$ cat config.mk
export PLATFORM = sky130hd
export DESIGN_NAME = spi_tx_125k
export DESIGN_NICKNAME = d
export VERILOG_FILES = /design/src/rtl/spi_tx_pkg.sv /design/src/rtl/tick_edge_det.sv /design/src/rtl/spi_tx_125k.sv
export SDC_FILE = /design/constraint.sdc
export NUM_CORES = 1
export LEC_CHECK = 0
export ABC_AREA = 1
export ABC_CLOCK_PERIOD_IN_PS = 1700
export CAP_MARGIN = 20
export CORE_MARGIN = 5
export CORE_UTILIZATION = 52
export CTS_CLUSTER_DIAMETER = 120
export DETAILED_ROUTE_END_ITERATION = 7
export PLACE_DENSITY = 0.78
export SETUP_SLACK_MARGIN = 0.02
export SLEW_MARGIN = 0
export SYNTH_ARGS = -nofsm -noshare
export SYNTH_HDL_FRONTEND = slang
export SYNTH_SLANG_ARGS = --single-unit
$ cat constraint.sdc
create_clock -name clk_in -period 1.7 [get_ports clk_in]
set_input_delay 0.17 -clock clk_in [delete_from_list [all_inputs] [get_ports clk_in]]
set_output_delay 0.17 -clock clk_in [all_outputs]
set_load 0.01 [all_outputs]
$ cat src/rtl/spi_tx_pkg.sv
// Shared definitions for the 125 kHz SPI frame transmitter.
//   - state_t   : FSM state encoding (3-bit)
//   - DATA_W_DEF: default frame width in bits
//   - CNT_W_DEF : bit-counter width for the default frame width
//   - cnt_w()   : bit-counter width for an arbitrary frame width
package spi_tx_pkg;

  localparam int unsigned DATA_W_DEF = 16;
  localparam int unsigned CNT_W_DEF  = $clog2(DATA_W_DEF);

  typedef enum logic [2:0] {
    IDLE  = 3'd0,
    LOW   = 3'd1,
    HIGH  = 3'd2,
    TRAIL = 3'd3,
    GAP   = 3'd4
  } state_t;

  // Counter width able to index bits 0..w-1 (never narrower than 1 bit).
  function automatic int unsigned cnt_w(input int unsigned w);
    return (w < 2) ? 1 : $clog2(w);
  endfunction

endpackage

$ cat src/rtl/tick_edge_det.sv
// Rising-edge detector for the 125 kHz divider output.
// Turns the slow square wave into a one-clk_in-cycle event pulse.
// tick_q resets high so a tick already high at reset release is not an event.
//   clk_in     : 50 MHz system clock
//   rst        : synchronous reset, active-low
//   tick_in    : 125 kHz square wave (synchronous to clk_in)
//   tick_evt_c : combinational event pulse, high for one cycle per rising edge
module tick_edge_det (
  input  logic clk_in,
  input  logic rst,
  input  logic tick_in,
  output logic tick_evt_c
);

  logic tick_q;

  // Previous tick sample.
  always_ff @(posedge clk_in) begin
    if (!rst) begin
      tick_q <= 1'b1;
    end else begin
      tick_q <= tick_in;
    end
  end

  assign tick_evt_c = tick_in & ~tick_q;

endmodule

$ cat src/rtl/spi_tx_125k.sv
// SPI frame transmitter paced by the 125 kHz divider output.
// Sends one DATA_W-bit word per start on sclk/mosi framed by active-low cs_n.
// sclk idles low; mosi changes on sclk falling edges so it is stable at the
// rising edge. After the last bit, cs_n is raised and GAP_TICKS further
// events elapse before done pulses and the block returns to idle.
// Everything runs on clk_in; tick_in is only edge-detected.
//
// Build option:
//   SPI_TX_LSB_FIRST_EN defined   -> LSB first (mosi starts at data[0])
//   SPI_TX_LSB_FIRST_EN undefined -> MSB first (mosi starts at data[DATA_W-1])
//
// Ports:
//   clk_in  : 50 MHz system clock
//   rst     : synchronous reset, active-low
//   tick_in : 125 kHz divider output, each rising edge is one event
//   start   : frame request, sampled only while idle
//   data    : word to send, latched when start is accepted
//   busy    : high from the cycle after start acceptance until done
//   done    : one-cycle pulse at end of frame plus gap
//   sclk    : serial clock, idle low
//   mosi    : serial data
//   cs_n    : chip select, active-low
module spi_tx_125k
  import spi_tx_pkg::*;
#(
  parameter int unsigned DATA_W    = DATA_W_DEF,
  parameter int unsigned GAP_TICKS = 1
) (
  input  logic              clk_in,
  input  logic              rst,
  input  logic              tick_in,
  input  logic              start,
  input  logic [DATA_W-1:0] data,
  output logic              busy,
  output logic              done,
  output logic              sclk,
  output logic              mosi,
  output logic              cs_n
);

  localparam int unsigned CNT_W = cnt_w(DATA_W);
  localparam int unsigned GAP_W = $clog2(GAP_TICKS + 1);

  localparam logic [CNT_W-1:0] LAST_BIT = CNT_W'(DATA_W - 1);
  localparam logic [GAP_W-1:0] LAST_GAP = GAP_W'(GAP_TICKS - 1);

  state_t            state, state_nxt;
  logic [DATA_W-1:0] shreg, shreg_nxt;
  logic [CNT_W-1:0]  bit_cnt, bit_cnt_nxt;
  logic [GAP_W-1:0]  gap_cnt, gap_cnt_nxt;
  logic              sclk_nxt, mosi_nxt, cs_n_nxt, busy_nxt, done_nxt;

  logic              tick_evt_c;
  logic              load_bit_c;
  logic [DATA_W-1:0] load_rest_c;
  logic              next_bit_c;
  logic [DATA_W-1:0] shift_c;

  // Bit-rate event from the divider output.
  tick_edge_det u_tick_edge_det (
    .clk_in     (clk_in),
    .rst        (rst),
    .tick_in    (tick_in),
    .tick_evt_c (tick_evt_c)
  );

  // The shift register holds only the bits not yet on mosi: the first bit
  // goes straight to mosi at load, and each later bit is taken from the
  // outgoing end of the register as it shifts.
`ifdef SPI_TX_LSB_FIRST_EN
  assign load_bit_c  = data[0];
  assign load_rest_c = {1'b0, data[DATA_W-1:1]};
  assign next_bit_c  = shreg[0];
  assign shift_c     = {1'b0, shreg[DATA_W-1:1]};
`else
  assign load_bit_c  = data[DATA_W-1];
  assign load_rest_c = {data[DATA_W-2:0], 1'b0};
  assign next_bit_c  = shreg[DATA_W-1];
  assign shift_c     = {shreg[DATA_W-2:0], 1'b0};
`endif

  // State and registered outputs.
  always_ff @(posedge clk_in) begin
    if (!rst) begin
      state   <= IDLE;
      shreg   <= '0;
      bit_cnt <= '0;
      gap_cnt <= '0;
      sclk    <= 1'b0;
      mosi    <= 1'b0;
      cs_n    <= 1'b1;
      busy    <= 1'b0;
      done    <= 1'b0;
    end else begin
      state   <= state_nxt;
      shreg   <= shreg_nxt;
      bit_cnt <= bit_cnt_nxt;
      gap_cnt <= gap_cnt_nxt;
      sclk    <= sclk_nxt;
      mosi    <= mosi_nxt;
      cs_n    <= cs_n_nxt;
      busy    <= busy_nxt;
      done    <= done_nxt;
    end
  end

  // Next-state and next-output logic; non-event cycles hold everything.
  always_comb begin
    state_nxt   = state;
    shreg_nxt   = shreg;
    bit_cnt_nxt = bit_cnt;
    gap_cnt_nxt = gap_cnt;
    sclk_nxt    = sclk;
    mosi_nxt    = mosi;
    cs_n_nxt    = cs_n;
    busy_nxt    = busy;
    done_nxt    = 1'b0;

    case (state)
      IDLE: begin
        if (start) begin
          shreg_nxt   = load_rest_c;
          mosi_nxt    = load_bit_c;
          cs_n_nxt    = 1'b0;
          busy_nxt    = 1'b1;
          bit_cnt_nxt = '0;
          state_nxt   = LOW;
        end
      end

      LOW: begin
        if (tick_evt_c) begin
          sclk_nxt  = 1'b1;
          state_nxt = HIGH;
        end
      end

      HIGH: begin
        if (tick_evt_c) begin
          sclk_nxt = 1'b0;
          if (bit_cnt == LAST_BIT) begin
            state_nxt = TRAIL;
          end else begin
            shreg_nxt   = shift_c;
            mosi_nxt    = next_bit_c;
            bit_cnt_nxt = CNT_W'(bit_cnt + 1'b1);
            state_nxt   = LOW;
          end
        end
      end

      TRAIL: begin
        if (tick_evt_c) begin
          cs_n_nxt    = 1'b1;
          mosi_nxt    = 1'b0;
          gap_cnt_nxt = '0;
          state_nxt   = GAP;
        end
      end

      GAP: begin
        if (tick_evt_c) begin
          gap_cnt_nxt = GAP_W'(gap_cnt + 1'b1);
          if (gap_cnt == LAST_GAP) begin
            done_nxt  = 1'b1;
            busy_nxt  = 1'b0;
            state_nxt = IDLE;
          end
        end
      end

      default: begin
        state_nxt = IDLE;
      end
    endcase
  end

endmodule

---- Yosys cells after proc, flatten, opt, wreduce, memory -nomap -nowiden ----
Index checks and enable logic that the tools add are counted.
storage, ports and cells
  register bits after elaboration ......... 30
  input port bits ......................... 20
  output and inout bits ................... 5
  logic and storage cells ................. 73
cells by class
  add/subtract/negate cells ............... 2
  eq/ne operators ......................... 12
  muxes and demuxes ....................... 32
  bitwise operators ....................... 2
  reductions and logical operators ........ 15
operators with widths
  kind                                                                    number
  16-bit two-way mux                                                      3
  16-bit case mux with 2 select lines                                     1
  3-bit two-way mux                                                       6
  3-bit case mux with 5 select lines                                      1
  2-bit != test (second input constant)                                   7
  4-bit two-way mux                                                       3
  3-bit AND reduction                                                     4
  1-bit two-way mux                                                       11
  2-bit nonzero test                                                      5
  1-bit case mux with 2 select lines                                      4
  4-bit case mux with 2 select lines                                      1
  4-bit AND reduction                                                     2
  3-bit by 2-bit equality test with 1-bit output (second input constant)  2
  6-bit AND reduction                                                     1
  5-bit AND reduction                                                     1
  4-bit by 1-bit adder with 4-bit output (second input constant)          1
  4-bit equality test (second input constant)                             1
  3-bit by 1-bit equality test with 1-bit output (second input constant)  1
  3-bit equality test (second input constant)                             1
  3-bit zero test                                                         1
  1-bit case mux with 3 select lines                                      1
  3-bit nonzero test                                                      1
  2-bit two-way mux                                                       1
  1-bit adder (second input constant)                                     1
  other kinds (2)                                                         2

---- Longest topological paths before layout ----
  depth in word-level cells ............... 4
  mapped depth ............................ 9
  depth with buffers taken out ............ 9

---- Hierarchy ----
Synthesis repeated with hierarchy kept, for this count alone.
second synthesis, totals
  cell total of the unflattened synthesis .. 229
  area, all modules ....................... 1460.2 um^2
modules (own cells, without submodules)
  module         times used  cells each  area an instance (um^2)  sequential area each (um^2)
  spi_tx_125k    1           225         1426.4                   560.5
  tick_edge_det  1           4           33.8                     20.0

---- Worst setup path after synthesis ----
No wires, ideal clock.
  path type ............................... reg-to-reg
  from .................................... register bit_cnt[0]
  to ...................................... register bit_cnt[1]
  library setup time ...................... 0.119 ns
  arrival ................................. 1.249 ns
  data required time ...................... 1.581 ns
  path slack .............................. 0.331 ns
  stages on the path, launching flop included .. 8
  clock period less this slack ............ 1.369 ns
  cells stage by stage .................... dfxtp_1 -> ha_1 -> nand3_1 -> o21ai_1 -> nor2_4 -> buf_6 -> o21ai_1 -> nor2_1
between the ends
  longest elaborated chain between the ends .. 4
  elaborated cells between the ends (all ways) .. 7
  classes of those cells .................. add/sub: 1; eq/ne: 2; mux: 3; reduce/logical: 1
RTL lines
  item                                    line                text
  start: declaration                      spi_tx_125k.sv:49   logic [CNT_W-1:0] bit_cnt, bit_cnt_nxt;
  start signal: assignment                spi_tx_125k.sv:97   bit_cnt <= bit_cnt_nxt;
  4-bit by 1-bit adder with 4-bit output  spi_tx_125k.sv:146  bit_cnt_nxt = CNT_W'(bit_cnt + 1'b1);
  4-bit two-way mux                       spi_tx_125k.sv:141  if (bit_cnt == LAST_BIT) begin
  4-bit two-way mux                       spi_tx_125k.sv:139  if (tick_evt_c) begin
  4-bit case mux with 2 select lines      spi_tx_125k.sv:119  case (state)
Parallel ways exist; a longest one is shown, timed or not. The select of a mux whose other input is x is not followed.
A chain may end at the register's enable or synchronous reset.

---- Worst setup path in the final report ----
  from .................................... register state[0]
  to ...................................... register bit_cnt[2]
between the ends
  longest elaborated chain between the ends .. 3
  elaborated cells between the ends (all ways) .. 8
  classes of those cells .................. eq/ne: 4; mux: 1; reduce/logical: 3
RTL lines
  item                                                                               line                text
  start: declaration                                                                 spi_tx_125k.sv:47   state_t state, state_nxt;
  start signal: assignment                                                           spi_tx_125k.sv:95   state <= state_nxt;
  3-bit by 2-bit equality test with 1-bit output or 3-bit zero test (tied branches)  spi_tx_125k.sv:119
  2-bit != test (no line) or 2-bit nonzero test (tied branches)                      -
  4-bit AND reduction (no line)                                                      -
Parallel ways exist; a longest one is shown, timed or not.

==> impl_metrics.tcl <==
set metrics [dict create \
    status "completed" \
    numCtsBuffers 5 \
    arrival_ps 1770 \
    h-tree-depth 2 \
    clk_latency_ps 330 \
    fin_ws_ps 187 \
    yosysWarnings 0 \
    post-route-util_pct 65.0 \
    p_sw_mw 1.54 \
    pwr-share-seq_pct 33.3 \
    critPathLaunch "state[0]" \
    ir_drop_uv 1260 \
    cts_setup_buffers 0 \
    cts_tree "done" \
    routed_wl_mm 3.20 \
    vias 1446 \
    area_delta_synth_final_pct 20.8 \
    grt_pass1_wl_mm 5.68 \
    synthTopCellsByArea "dfxtp_1 39%, nand2_1 14%, nor2_1 12%, nand3_1 8.8%, o21ai_0 3.7%" \
    reg2reg_depth 6 \
    insertedDiodeCount 0 \
    track_usage_pct 17.5 \
    setup_violations 0 \
    firstDrtPassIters 4 \
    synthesis.area_mm2 0.00148 \
    fp-row-count 19 \
    synthArstFlopShare_pct 0 \
    post-place-ws_ps 143 \
    period_minus_slack_ps 1510 \
    power.clock.fraction_pct 11.9 \
    p_comb_share_pct 54.8 \
    internal_power_mw 1.76 \
    synth_top_area_share_pct 39.1 \
    dieWidth_um 63.4 \
    ctsRootBufferMaster "clkbuf_4" \
    ys_types 23 \
    switching_share_pct 46.7 \
    io_buffers 24 \
    slew_headroom_pct 81.6 \
    power.density_mw_per_mm2 1840 \
    synth_flop_cell "dfxtp_1" \
    finalInstanceArea_mm2 0.00179 \
    crit_required_ps 1960 \
    synth-seq-cells 29 \
    rsz0062_at_grt "no" \
    drt.antenna.violating_nets 0 \
    gp_congestion 0.878 \
    period_share_pct 89.0 \
    core_mm2 0.00276 \
    clock_skew_ps 10.7 \
    maxCapViolCount 0 \
    vias_per_cell 5.16 \
    finalNetCount 269 \
    initialDrtViolationCount 95 \
    crit_path_end_kind "flop" \
    grt_overflow 0 \
    cts.repair.resized 0 \
    hold_path_depth 3 \
    crit-reg2reg-launch "state[0]" \
    dieArea_mm2 0.00402 \
    synth.cells.most_frequent "56 x nand2_1, 46 x nor2_1, 29 x dfxtp_1" \
    syn_inst 222 \
    slew_violations 0 \
    synth_top_area_cell "dfxtp_1" \
    ioPinCount 25 \
    multi_input_area_um2 793 \
    die_y_um 63.4 \
    criticalPathCategory "reg2reg" \
    syn_nets 243 \
    hp-class "in2reg" \
    layout.area.seq_um2 581 \
    start_kind "flop" \
    holdCritStartpoint "data[0]" \
    post-dp-hpwl_mm 2.15 \
    power_mw 3.30 \
    power_leakage_nw 0.834 \
    antenna_found_initial 0 \
    path_clk_slew_ps 90 \
    nFillCells 251 \
    synth_edf_count 0 \
    synth_most_common_cell "nand2_1" \
    numClockSinks 29 \
    grt_max_degree 20 \
    drcViolationCount 0 \
    start_util_pct 53.8 \
    worstPathMaxFanout 18 \
    place_area_mm2 0.00174 \
    postCtsHoldBufs 0 \
    yosysSeqAreaShare_pct 39.1 \
    grt_pass1_vias 1263 \
    syn_area_per_cell_um2 6.68 \
    finalSetupTns_ps 0 \
    hold_viol 0 \
    drive_above_1_share_pct 9.24 \
    fmax_mhz 661 \
    cts_buffer_depth 2 \
    tightest_slew_ps 276 \
    wl_per_cell_um 11.4 \
]
==> cell usage in the layout, fill, tap and decap left out, types with 3 or more instances in the layout <==
cell,n
a21oi_1,6
buf_4,3
clkbuf_1,3
clkbuf_4,5
clkdlybuf4s50_1,24
dfxtp_1,29
inv_1,11
nand2_1,56
nand2_2,4
nand3_1,26
nor2_1,46
o21ai_0,11
o21ai_1,9
==> routing by layer <==
metal,vias to the layer above,share of wire [%],GRT usage [%]
met4,0,2.0,6.75
met2,34,43,24.6
met5,-,0,0
met3,7,6.2,7.10
li1,761,-,-
met1,644,49,23.7
==> registers in the layout, indices dropped and copies added (netlist names) <==
signal / count
mosi: 1
gap_cnt: 1
done: 1
busy: 1
u_tick_edge_det.tick_q: 1
cs_n: 1
state: 3
bit_cnt: 4
sclk: 1
shreg: 15
==> final cells by class <==
type / count / share of cell area (%)
Clock buffer: 8 / 2.72
Inverter: 13 / 2.72
Multi-Input combinational cell: 171 / 44.2
Tap cell: 31 / 2.16
Timing Repair Buffer: 28 / 15.8
Sequential cell: 29 / 32.4
==> path summary, 6_finish.rpt <==
| path | end | slack (ps) |
|---|---|---|
| min reg2reg | busy | 460 |
| min | shreg[1] | 400 |
| max reg2reg | bit_cnt[2] | 190 |
| max | bit_cnt[2] | 190 |
==> cells by family (layout without fill, tap and decap cells) <==
| logic type | count (synthesis) | count (layout) | share of synthesized area [%] |
|---|---|---|---|
| compound gates | 27 | 27 | 9.19 |
| simple gates | 142 | 142 | 42.8 |
| flops | 29 | 29 | 39.1 |
| xor+xnor | 1 | 1 | 0.590 |
| fa+ha+maj | 1 | 1 | 0.843 |
| buf+inv | 22 | 49 | 7.42 |
==> power by group through the flow <==
stage | registers (mW) | clock network, mW | logic (mW)
2_1_floorplan | 1.08 | 0 | 1.45
4_1_cts | 1.10 | 0.408 | 1.81
6_report | 1.10 | 0.393 | 1.81
5_1_grt | 1.13 | 0.449 | 2.08
3_5_place_dp | 1.11 | 0 | 1.80
3_3_place_gp | 1.11 | 0 | 1.78
==> through the flow <==
stage,hold WS (ps),std cells
after CTS,395,280
after floorplan,277,222
after detailed placement,457,272
after global placement,454,272
after global routing,391,280
final,403,280
==> critical path: stages, from the launching register on <==
cell and delay, ps:
dfxtp_1 370, nor2_4 280, buf_4 260, nand2_4 150, nor2_1 180, nand2_2 70, a21oi_1 130
(Power assumes the default switching activity.)
==> variant 1: new RTL, same settings <==
Re-encode `state_t` (5 states) as one-hot, 5 bits wide.
--- a/src/rtl/spi_tx_pkg.sv
+++ b/src/rtl/spi_tx_pkg.sv
@@ -9,10 +9,10 @@
   localparam int unsigned CNT_W_DEF  = $clog2(DATA_W_DEF);
 
-  typedef enum logic [2:0] {
-    IDLE  = 3'd0,
-    LOW   = 3'd1,
-    HIGH  = 3'd2,
-    TRAIL = 3'd3,
-    GAP   = 3'd4
+  typedef enum logic [4:0] {
+    IDLE  = 5'b00001,
+    LOW   = 5'b00010,
+    HIGH  = 5'b00100,
+    TRAIL = 5'b01000,
+    GAP   = 5'b10000
   } state_t;
 
Behaviour: no difference found for any inputs over 10 cycles, from zero or initial values and one cycle with rst low; not proved beyond that.
==> variant 1 against the unedited design <==
  * Synthesized area up 12%
  * Worst setup slack worse by 21 ps
  * Highest routed layer unchanged
  * Critical endpoint is now shreg[3]$_SDFFE_PN0P_
  * Cell area up 12%
  * Sequential cell count up 2
  * Largest cell class unchanged
  * Non-clock buffer count up 6
  * Routed wire length up 6.3%
  * Critical path type unchanged
  * Total power down 3.8%
  * Synthesized cell count up 6.8%
==> variant 1: results (changes against the unedited design) <==
.. list-table::
   :header-rows: 1

   * - Metric
     - Value
   * - Outcome
     - complete, no violations
   * - Proportion of synthesized chip area in sequential cells
     - 37.46% (-1.7 points)
   * - Xor and xnor fraction of the mapped netlist area
     - 0.5287% (-0.062 points)
   * - Registers with the highest flip-flop counts
     - shreg (15), state (5), bit_cnt (4)
   * - Synth unique cells
     - 35 (+52%)
   * - Leakage
     - 0.9358 nW (+12%)
   * - Via count of the first global-routing pass
     - 1,433 (+13%)
   * - Wire length of the first global-routing pass
     - 6.044 mm (+6.4%)
   * - Clock skew after layout
     - 4.328 ps (-6.418 ps)
   * - Nets@finish
     - 291 (+8.2%)
   * - Post-route total power
     - 3.179 mW (-3.8%)
   * - Share of power burned in combinational logic
     - 51.7% (-3.1 points)
   * - Worst slew pin tran
     - 283.5 ps (+7.793 ps)
   * - Compound-cell area share of the yosys netlist
     - 10.35% (+1.2 points)
   * - Placed cell area
     - 1951 um2 (+12%)
   * - Share of power burned in registers
     - 35.3% (+2.0 points)
   * - Maximum vdd drop
     - 707.6 uV (-44%)
   * - Synthesized-area fraction occupied by adder cells
     - 0.7553% (-0.088 points)
   * - Post-synth top cells
     - sky130_fd_sc_hd__nand2_1 (67), sky130_fd_sc_hd__nor2_1 (45), sky130_fd_sc_hd__dfxtp_1 (31)
   * - Per-cell routed wire length
     - 10.78 um (-5.5%)
   * - Utilization after layout
     - 65.94% (+0.92 points)
   * - Pin count of the biggest net entering global routing
     - 24 (+20%)
   * - Int Pwr
     - 1.744 mW (-1.1%)
   * - GRT Resource Usage Total
     - 17.90% (+0.41 points)
   * - Worst EP arrival
     - 1820 ps (+50 ps)
   * - Post-route non-filler standard cell count
     - 315 (+13%)
-- variant 1: path summary, 6_finish.rpt --
path	from	end	slack (ps)	depth (start not counted)
worst max-delay path	bit_cnt[1]$_SDFFE_PN0P_	shreg[3]$_SDFFE_PN0P_	170	10
worst min register to register	busy$_SDFFE_PN0P_	busy$_SDFFE_PN0P_	480	2
worst min-delay path	tick_in	u_tick_edge_det.tick_q$_SDFF_PN1_	410	2
worst max register to register	bit_cnt[1]$_SDFFE_PN0P_	shreg[3]$_SDFFE_PN0P_	170	10
-- variant 1: final cells by class --
class,count,area share [%]
Clock buffer,7,2.237
Clock inverter,1,0.2486
Inverter,21,4.040
Multi-Input combinational cell,177,44.00
Sequential cell,31,30.89
Tap cell,44,2.735
Timing Repair Buffer,34,15.85
-- variant 1: worst max-delay path: stages, from the launching register on --
cell and delay [ps]:
sky130_fd_sc_hd__dfxtp_1 360, sky130_fd_sc_hd__ha_1 170, sky130_fd_sc_hd__nand2_1 70, sky130_fd_sc_hd__nor2_1 150, sky130_fd_sc_hd__nand4_2 150, sky130_fd_sc_hd__nand2_4 130, sky130_fd_sc_hd__inv_2 30, sky130_fd_sc_hd__nand2_1 80
sky130_fd_sc_hd__buf_4 180, sky130_fd_sc_hd__nor2_1 50, sky130_fd_sc_hd__nor2_1 90
-- variant 1: routing by layer --
layer	up-vias	share of wire, %	track usage [%]
li1	814	-	-
met1	668	48	20.81
met2	24	45	29.74
met3	7	4.3	4.422
met4	0	2.0	9.898
met5	-	0	0
-- variant 1: repair_timing --
| action | 4_1_cts | 5_1_grt |
|---|---|---|
| resized for setup | 0 | 2 |
| endpoints found under the setup margin | 0 | 20 |
| buffers inserted | 0 | 1 |
==> variant 2: new RTL, same flow settings <==
Without the edit above. Build with the macro `SPI_TX_LSB_FIRST_EN` defined.
--- a/src/rtl/spi_tx_125k.sv
+++ b/src/rtl/spi_tx_125k.sv
@@ -21,4 +21,6 @@
 //   mosi    : serial data
 //   cs_n    : chip select, active-low
+`define SPI_TX_LSB_FIRST_EN
+
 module spi_tx_125k
   import spi_tx_pkg::*;
Formal check against the unedited RTL: not equivalent (a bounded check fails within 4 cycles, from zero or initial values and one cycle with rst low).
==> variant 2 against the unedited design <==
  * Cell count is 0.71% higher
  * First-iteration DRC count down 26%
  * Synthesized area grew 1.7%
  * Sequential cell count did not move
  * Sequential share of layout area shrank 0.71 points
  * Die area rose by 1.4%
  * Cell area rose by 2.2%
  * Worst setup slack better by 3.6 ps
  * Routed wire length is 1.3% higher
  * Worst hold slack worse by 5.3 ps
  * Total power rose by 3.9%
  * Largest power group unchanged
==> variant 2: results (changes against the unedited design) <==
.. list-table::
   :header-rows: 1

   * - Metric
     - Value
   * - Routed vias
     - 1,418 (-1.9%)
   * - Proportion of synthesized chip area in sequential cells
     - 38.47% (-0.65 points)
   * - Maximum vdd drop
     - 1978 uV (+57%)
   * - Worst setup path startpoint
     - bit_cnt[1]$_SDFFE_PN0P_
   * - Per-cell routed wire length
     - 11.48 um (+0.63%)
   * - Post-route total power
     - 3.433 mW (+3.9%)
   * - Worst path max stage delay
     - 400 ps (+30 ps)
   * - Outcome
     - complete, no violations
   * - Xor and xnor fraction of the mapped netlist area
     - 0.5804% (-0.0098 points)
   * - Hold WS
     - 397.8 ps (-5.268 ps)
   * - Primary FF master, synth
     - sky130_fd_sc_hd__dfxtp_1
   * - Via count of the first global-routing pass
     - 1,336 (+5.8%)
   * - Clock skew after layout
     - 6.191 ps (-4.554 ps)
   * - Count of filler cells inserted in the layout
     - 243 (-3.2%)
   * - Asr flop ratio synth
     - 0% (unchanged)
   * - Count of cells along the worst register-to-register path
     - 7 (+1)
   * - Drt initial violations
     - 70 (-26%)
   * - Compound-cell area share of the yosys netlist
     - 9.038% (-0.15 points)
   * - Int Pwr
     - 1.810 mW (+2.7%)
   * - Max transition margin
     - 78.72% (-2.9 points)
   * - Synth unique cells
     - 25 (+8.7%)
   * - Diodes inserted
     - 0 (unchanged)
   * - Leakage
     - 0.8429 nW (+1.0%)
   * - Nets@finish
     - 271 (+0.74%)
   * - GRT Resource Usage Total
     - 17.92% (+0.43 points)
   * - Biggest fanout along the worst timing path
     - 19 (+1)
   * - Worst EP arrival
     - 1740 ps (-30 ps)
   * - Kind of cell adding the most delay to the critical path
     - flip-flops
   * - Synthesized-area fraction occupied by adder cells
     - 0.8292% (-0.014 points)
   * - Multiplexer fraction of the synthesized cell area
     - 0% (unchanged)
   * - Capture endpoint of the worst hold path
     - shreg[14]$_SDFFE_PN0P_
   * - Hold path startpoint
     - data[15]
   * - Placed cell area
     - 1784 um2 (+2.3%)
   * - Global placement routability congestion
     - 0.8917 (+1.6%)
   * - Relative area change from synthesis to final layout
     - 21.48%
   * - Top post-synthesis cells by area
     - sky130_fd_sc_hd__dfxtp_1 (38%), sky130_fd_sc_hd__nand2_1 (14%), sky130_fd_sc_hd__nor2_1 (9.0%)
   * - Post-synth top cells
     - sky130_fd_sc_hd__nand2_1 (58), sky130_fd_sc_hd__nor2_1 (36), sky130_fd_sc_hd__dfxtp_1 (29)
   * - End of the worst register-to-register path
     - shreg[9]$_SDFFE_PN0P_
   * - Wire length of the first global-routing pass
     - 5.844 mm (+2.9%)
variant 2: cell types whose count changed in the layout (fill, tap and decap cells not counted), moves of 5 or more:
cell and delta:
sky130_fd_sc_hd__nor2_1 -10, sky130_fd_sc_hd__nor2_2 +10, sky130_fd_sc_hd__o21ai_0 -5, sky130_fd_sc_hd__o21ai_1 +5
variant 2: power by group through the flow:
stage / Sequential (mW) / Clock (mW) / Combinational (mW)
2_1_floorplan: 1.09 / 0 / 1.54
4_1_cts: 1.11 / 0.414 / 1.92
3_3_place_gp: 1.12 / 0 / 1.89
3_5_place_dp: 1.12 / 0 / 1.91
5_1_grt: 1.14 / 0.449 / 2.18
6_report: 1.11 / 0.396 / 1.92
variant 2: worst reg2reg max path, cell delays in order (launching register included):
cell	delay (ps)
sky130_fd_sc_hd__dfxtp_1	400
sky130_fd_sc_hd__ha_1	210
sky130_fd_sc_hd__nand3_1	140
sky130_fd_sc_hd__o21ai_1	240
sky130_fd_sc_hd__nor2_4	70
sky130_fd_sc_hd__buf_12	150
sky130_fd_sc_hd__o21ai_0	150
sky130_fd_sc_hd__nor2_1	50
variant 2: area by class of cell:
| type | instances | share of cell area (%) |
|---|---|---|
| inverters | 13 | 2.662 |
| clock buffers | 8 | 2.662 |
| well taps | 31 | 2.116 |
| multi-input cells | 171 | 44.64 |
| repair buffers | 30 | 16.25 |
| flip-flops and latches | 29 | 31.67 |
variant 2: metal layers:
layer	vias to the layer above	global-route usage [%]	part of all wire, %
met5	-	0	0
met4	0	8.571	1.8
met3	6	7.881	4.7
met2	22	25.50	42
met1	618	23.01	51
li1	772	-	-
variant 2: through the flow:
step / setup slack [ps] / instances
finish: 191.0 / 282
global route: 33.90 / 282
CTS: 182.8 / 282
detailed placement: 159.5 / 274
global placement: 199.4 / 274
floorplan: 327.8 / 222
